<file path="src/rtl/unidade_controle.sv">
// unidade_controle: multicycle control FSM for a small RV64-subset datapath.
module unidade_controle (
  input  logic       CLK,
  input  logic       RST,
  input  logic [6:0] opcode,
  input  logic [2:0] funct3,
  input  logic       funct7_5,
  input  logic       zero,
  output logic       reset_wire,
  output logic       pc_write,
  output logic       pc_src,
  output logic       ir_write,
  output logic       aluout_write,
  output logic       mem_wr,
  output logic       reg_write,
  output logic       mem_to_reg,
  output logic [1:0] alu_src_a,
  output logic [1:0] alu_src_b,
  output logic [2:0] operacao,
  output logic       ilegal,
  output logic [3:0] estado_dbg
);
  typedef enum logic [3:0] {
    S_RESET     = 4'd0,
    S_BUSCA     = 4'd1,
    S_ESPERA    = 4'd2,
    S_DECODE    = 4'd3,
    S_EXEC_R    = 4'd4,
    S_EXEC_I    = 4'd5,
    S_WB_ALU    = 4'd6,
    S_MEM_ADDR  = 4'd7,
    S_MEM_LOAD  = 4'd8,
    S_WB_LOAD   = 4'd9,
    S_MEM_STORE = 4'd10,
    S_BRANCH    = 4'd11,
    S_ILEGAL    = 4'd12
  } state_t;
  state_t state_q, state_d;
  logic [2:0] logic_op, r_op, i_op;
  logic r_ok, i_ok, m_ok, b_ok;
  assign logic_op = funct3 == 3'b111 ? 3'b011 :
                    funct3 == 3'b110 ? 3'b100 :
                    funct3 == 3'b100 ? 3'b101 : 3'b000;
  assign r_op = funct3 == 3'b000 ? (funct7_5 ? 3'b010 : 3'b001) : logic_op;
  assign i_op = funct3 == 3'b000 ? 3'b001 : logic_op;
  assign r_ok = opcode == 7'b0110011 && r_op != 3'b000;
  assign i_ok = opcode == 7'b0010011 && i_op != 3'b000;
  assign m_ok = (opcode == 7'b0000011 || opcode == 7'b0100011) && funct3 == 3'b011;
  assign b_ok = opcode == 7'b1100011 && funct3[2:1] == 2'b00;
  assign estado_dbg = state_q;
  always_ff @(posedge CLK) state_q <= RST ? S_RESET : state_d;
  always_comb begin
    state_d      = S_RESET;
    reset_wire   = 1'b0;
    pc_write     = 1'b0;
    pc_src       = 1'b0;
    ir_write     = 1'b0;
    aluout_write = 1'b0;
    mem_wr       = 1'b0;
    reg_write    = 1'b0;
    mem_to_reg   = 1'b0;
    alu_src_a    = 2'b00;
    alu_src_b    = 2'b00;
    operacao     = 3'b000;
    ilegal       = 1'b0;
    case (state_q)
      S_RESET: begin
        reset_wire = 1'b1;
        state_d    = S_BUSCA;
      end
      S_BUSCA: state_d = S_ESPERA;
      S_ESPERA: begin
        ir_write  = 1'b1;
        alu_src_b = 2'b01;
        operacao  = 3'b001;
        pc_write  = 1'b1;
        state_d   = S_DECODE;
      end
      S_DECODE: begin
        alu_src_a    = 2'b10;
        alu_src_b    = 2'b10;
        operacao     = 3'b001;
        aluout_write = 1'b1;
        state_d      = r_ok ? S_EXEC_R : i_ok ? S_EXEC_I : m_ok ? S_MEM_ADDR :
                       b_ok ? S_BRANCH : S_ILEGAL;
      end
      S_EXEC_R: begin
        alu_src_a    = 2'b01;
        operacao     = r_op;
        aluout_write = 1'b1;
        state_d      = S_WB_ALU;
      end
      S_EXEC_I: begin
        alu_src_a    = 2'b01;
        alu_src_b    = 2'b10;
        operacao     = i_op;
        aluout_write = 1'b1;
        state_d      = S_WB_ALU;
      end
      S_WB_ALU: begin
        reg_write = 1'b1;
        state_d   = S_BUSCA;
      end
      S_MEM_ADDR: begin
        alu_src_a    = 2'b01;
        alu_src_b    = 2'b10;
        operacao     = 3'b001;
        aluout_write = 1'b1;
        state_d      = opcode == 7'b0000011 ? S_MEM_LOAD : S_MEM_STORE;
      end
      S_MEM_LOAD: state_d = S_WB_LOAD;
      S_WB_LOAD: begin
        reg_write  = 1'b1;
        mem_to_reg = 1'b1;
        state_d    = S_BUSCA;
      end
      S_MEM_STORE: begin
        mem_wr  = 1'b1;
        state_d = S_BUSCA;
      end
      S_BRANCH: begin
        alu_src_a = 2'b01;
        operacao  = 3'b010;
        pc_src    = 1'b1;
        pc_write  = funct3[0] ? ~zero : zero;
        state_d   = S_BUSCA;
      end
      S_ILEGAL: begin
        ilegal  = 1'b1;
        state_d = S_ILEGAL;
      end
      default: state_d = S_RESET;
    endcase
    // a reset arriving mid-instruction must not let any architectural write through
    if (RST) begin
      pc_write     = 1'b0;
      ir_write     = 1'b0;
      aluout_write = 1'b0;
      mem_wr       = 1'b0;
      reg_write    = 1'b0;
    end
  end
endmodule

</file>
<file path="config.mk">
export PLATFORM = sky130hd
export DESIGN_NAME = unidade_controle
export DESIGN_NICKNAME = d
export VERILOG_FILES = /design/src/rtl/unidade_controle.sv
export SDC_FILE = /design/constraint.sdc
export NUM_CORES = 1
export LEC_CHECK = 0
export ABC_AREA = 1
export CAP_MARGIN = 20
export CORE_UTILIZATION = 33
export CTS_BUF_LIST = sky130_fd_sc_hd__clkbuf_16
export DETAILED_ROUTE_END_ITERATION = 16
export PLACE_DENSITY = 0.78
export REMOVE_ABC_BUFFERS = 1
export SLEW_MARGIN = 20
export SYNTH_ARGS = -nofsm -noshare
export SYNTH_HDL_FRONTEND = slang
export SYNTH_SLANG_ARGS = --single-unit
</file>
<file path="constraint.sdc">
create_clock -name CLK -period 1.5 [get_ports CLK]
set_input_delay 0.3 -clock CLK [delete_from_list [all_inputs] [get_ports CLK]]
set_output_delay 0.3 -clock CLK [all_outputs]
set_load 0.02 [all_outputs]
</file>
==> metrics.txt, run 1 <==
status stopped before the end; Failed at 5_1_grt; First Err [ERROR DPL-0038] Utilization greater than 100%, impossible to legalize; port bufs 33; pin count of the biggest net entering global routing 8; worst endpoint type output port; I/O Pins 34; Placement Cell Area 991.0 um2; Die W 39.56 um; Yosys Warn Count 0; Initial Util 0.3577; area leader, netlist dfxtp_1; flops & latches, synth 4; die height 39.56 um; post-synthesis cell count 90; dpl hpwl 1322 um; cts bufs inserted 3; Post-Place Setup Slack -0.7551 ns; CTS sink count 4; Clock Path Buffers 2; Synth cell types 16; Mapped Area 465.4 um2; Mapped Avg Cell Area 5.172 um2; H-tree Lvls 1; Synth area leaders dfxtp_1 (17%), nand2_1 (14%), nor2_1 (14%); Seq/Total Area, Yosys 0.1720; Final Wtd Congestion 0.7694; worst_ep grt operacao[0]; share of the synthesized area in the top cell type 0.1720; dpl cells 161; std cell rows 13; clock root buffer master clkbuf_16; CTS hold repair buffers 0
## Yosys cell counts
master	count
a21oi_1	11
nor2_4	1
a31oi_1	1
clkbuf_1	1
inv_2	1
nand3_1	10
nor3_1	3
dfxtp_1	4
or2_2	3
nor2_2	1
o21ai_0	2
nor2_1	17
nand2_2	3
inv_1	14
nand2_1	17
o22ai_1	1
## through the flow
| stage | TNS, ns | util |
|---|---|---|
| 2_1_floorplan | -1.450 | - |
| 3_3_place_gp | -5.948 | 0.7615 |
| 4_1_cts | -0.3366 | 0.8654 |
| 3_5_place_dp | -6.241 | 0.7615 |
## what timing repair did
item | 4_1_cts
hold endpoints to repair | 0
setup endpoints to repair | 20
buffers inserted | 4
gates resized for setup | 113
pin swaps | 6
## logic make-up after synthesis
group | after synthesis | synth area share
AO/OA/AOI/OAI | 15 | 0.1667
buffers and inverters | 16 | 0.1290
flip-flops | 4 | 0.1720
AND/OR/NAND/NOR | 55 | 0.5323
==> run 2: changes to the inputs <==
CORE_AREA = 2 2 63 65   (was not set)
CORE_UTILIZATION = not set   (was 33)
CTS_BUF_LIST = not set   (was sky130_fd_sc_hd__clkbuf_16)
DIE_AREA = 0 0 65 67   (was not set)
PLACE_DENSITY = not set   (was 0.78)
PLACE_DENSITY_LB_ADDON = 0.15   (was not set)
==> metrics.txt, run 2 <==
CP endpoint operacao[1]; area leader, netlist dfxtp_1 (unchanged); std cell rows 22 (was 13); Pre-antenna DRT Iters 6; Initial Util 0.1291 (was 0.3577); Setup WS post-layout -0.05594 ns; Final Wtd Congestion 0.7344 (was 0.7694); Yosys Warn Count 0 (unchanged); crit path time final 1.556 ns; depth of the worst register-to-register path 9; share of the synthesized area in the top cell type 0.1720 (unchanged); Via Count 774; I/O Pins 34 (unchanged); Largest register FFs 4; CP max stage delay 0.45 ns; CP arrival 1.26 ns; n_diodes 0; H-tree Lvls 1 (unchanged); CTS sink count 4 (unchanged); Slew Limit Headroom 0.8598; GRT overflow 0; most frequent cells after synthesis nand2_1 (17), nor2_1 (17), inv_1 (14) (unchanged); Mapped Avg Cell Area 5.172 um2 (unchanged); HP Class in -> reg; Area Growth Syn to Fin 162.9%; EDFF count, synth 0 (unchanged); Max Clock Skew 0.0001316 ns; Die W 65 um (was 39.56 um); first-pass GRT wire length 3243 um; post-route ant nets 0; CTS tree yes; Design Area, Final 0.001224 mm2; initial antenna violation count 0; P_leak 0.5893 nW; Final Hold Viols 0; final wirelength 2002 um; Critical Path Sink Type primary output; ys flop type dfxtp_1 (unchanged); clock-pin slew on the worst setup and hold paths 0.03 ns; Layout Nets 169; drt via density 3.851; Worst-Skew Late Latency 0.21 ns; dpl hpwl 1591 um (was 1322 um); Final Power 1.762 mW; ys async rst share 0 (unchanged); final cycle utilization of the critical path 1.037; max_cap viols 0; flops & latches, synth 4 (unchanged); worst-margin pin slew 0.2111 ns; most frequent cells in the layout buf_4 (32), nand2_1 (14), nor2_1 (10); die area 0.004355 mm2; count of endpoints failing setup in the final report 3; slowest stage cell, crit path clkdlybuf4s50_1; port bufs 33 (unchanged); status finished with violations (was stopped before the end); Cell Pwr Density 1440 mW/mm2; 1st-iter DRT viols 15; VDD IR max 0.0004514 V; Critical Path RT 1.20 ns; vias in the first global route 753; Core ar. 0.003606 mm2; pin count of the biggest net entering global routing 8; crit-path cells clkdlybuf4s50_1 > nand3_4 > a21oi_2 > or2_4 > buf_6; Placement Cell Area 0.001047 mm2 (was 991.0 um2); Clock Path Buffers 2 (unchanged); die height 67 um (was 39.56 um); Crit Reg-Reg Startpoint estado_dbg[3]$_SDFF_PP0_; failing checks setup timing; crit path from funct7_5; worst hold start funct3[0]; Seq/Total Area, Yosys 0.1720 (unchanged); FF-to-FF setup slack 0.22 ns; startpoint types input pin; most common cell after layout, fill and taps aside buf_4; Synth cell types 16 (unchanged); Post-Place Setup Slack -0.7651 ns (was -0.7551 ns); Synth area leaders dfxtp_1 (17%), nand2_1 (14%), nor2_1 (14%) (unchanged); RSZ-0062 raised after global routing true; WS Path Type in -> out; DRC errors left 0; clock root buffer master clkbuf_8 (was clkbuf_16); share of layout cells above drive strength 1 0.5817; max frequency 0.6427 GHz; cts bufs inserted 3 (unchanged); Final Max Tran Viols 0; gr usage total 0.09492; Reg2Reg Capture Point estado_dbg[0]$_SDFF_PP0_; Crit Path Max Fanout 2; post-synthesis cell count 90 (unchanged); Mapped Area 465.4 um2 (unchanged); Avg WL per Cell 9.960 um
## run 2: worst max-delay path, delay by kind of cell
| kind | cells | cell delay (ns) |
|---|---|---|
| AOI/OAI and AO/OA | 1 | 0.05 |
| buffers and inverters | 2 | 0.58 |
| and+or+nand+nor | 2 | 0.33 |
## run 2: power by group
group | total, mW | switching [mW] | internal (mW)
combinational | 1.28 | 0.670 | 0.611
sequential | 0.253 | 0.0837 | 0.170
clock | 0.227 | 0.0559 | 0.171
total | 1.76 | 0.810 | 0.952
## run 2: worst min-delay path by stage
stage,to,slack (ns),depth (start not counted)
5_1_grt,estado_dbg[3]$_SDFF_PP0_,0.66,3
6_report,estado_dbg[3]$_SDFF_PP0_,0.61,6
3_5_place_dp,estado_dbg[3]$_SDFF_PP0_,0.76,3
2_1_floorplan,estado_dbg[0]$_SDFF_PP0_,0.37,1
3_3_place_gp,estado_dbg[3]$_SDFF_PP0_,0.77,3
4_1_cts,estado_dbg[3]$_SDFF_PP0_,0.61,3
## run 2: per-layer routing
metal | GRT usage | wire length, um
met1 | 0.1133 | 860
met2 | 0.1727 | 1035
met3 | 0.01858 | 96
met4 | 0.02394 | 10
met5 | 0 | 0
## run 2: cells by family after synthesis
family,count (synthesis),synth area share
AOI/OAI and AO/OA,15,0.1667
buffers and inverters,16,0.1290
DFF,4,0.1720
and+or+nand+nor,55,0.5323
## run 2: cell type report
| type | instances | area [um2] |
|---|---|---|
| clock buffer | 3 | 41.29 |
| fill | 423 | 2382 |
| inverter | 15 | 63.81 |
| multi-input combinational | 70 | 467.9 |
| sequential | 4 | 95.09 |
| tap | 48 | 60.06 |
| timing repair buffer | 61 | 495.5 |
## run 2: repair_timing
item,4_1_cts,5_1_grt
setup buffers,1,1
hold buffers,0,0
pin swaps,1,8
endpoints found under the setup margin,20,14
gates resized for setup,102,46
## run 2: through the flow
stage          cells    util  hold slack [ns]  setup TNS (ns)
3_3_place_gp     196  0.2904           0.7689          -6.702
4_1_cts          200  0.2960           0.6060         -0.3677
3_5_place_dp     196  0.2904           0.7624          -6.821
2_1_floorplan     89       -           0.3691          -1.450
6_report         201  0.3393           0.6132        -0.07166
5_1_grt          201  0.3393           0.6589         -0.4499
Note: power is estimated with default switching activity, not from simulation.
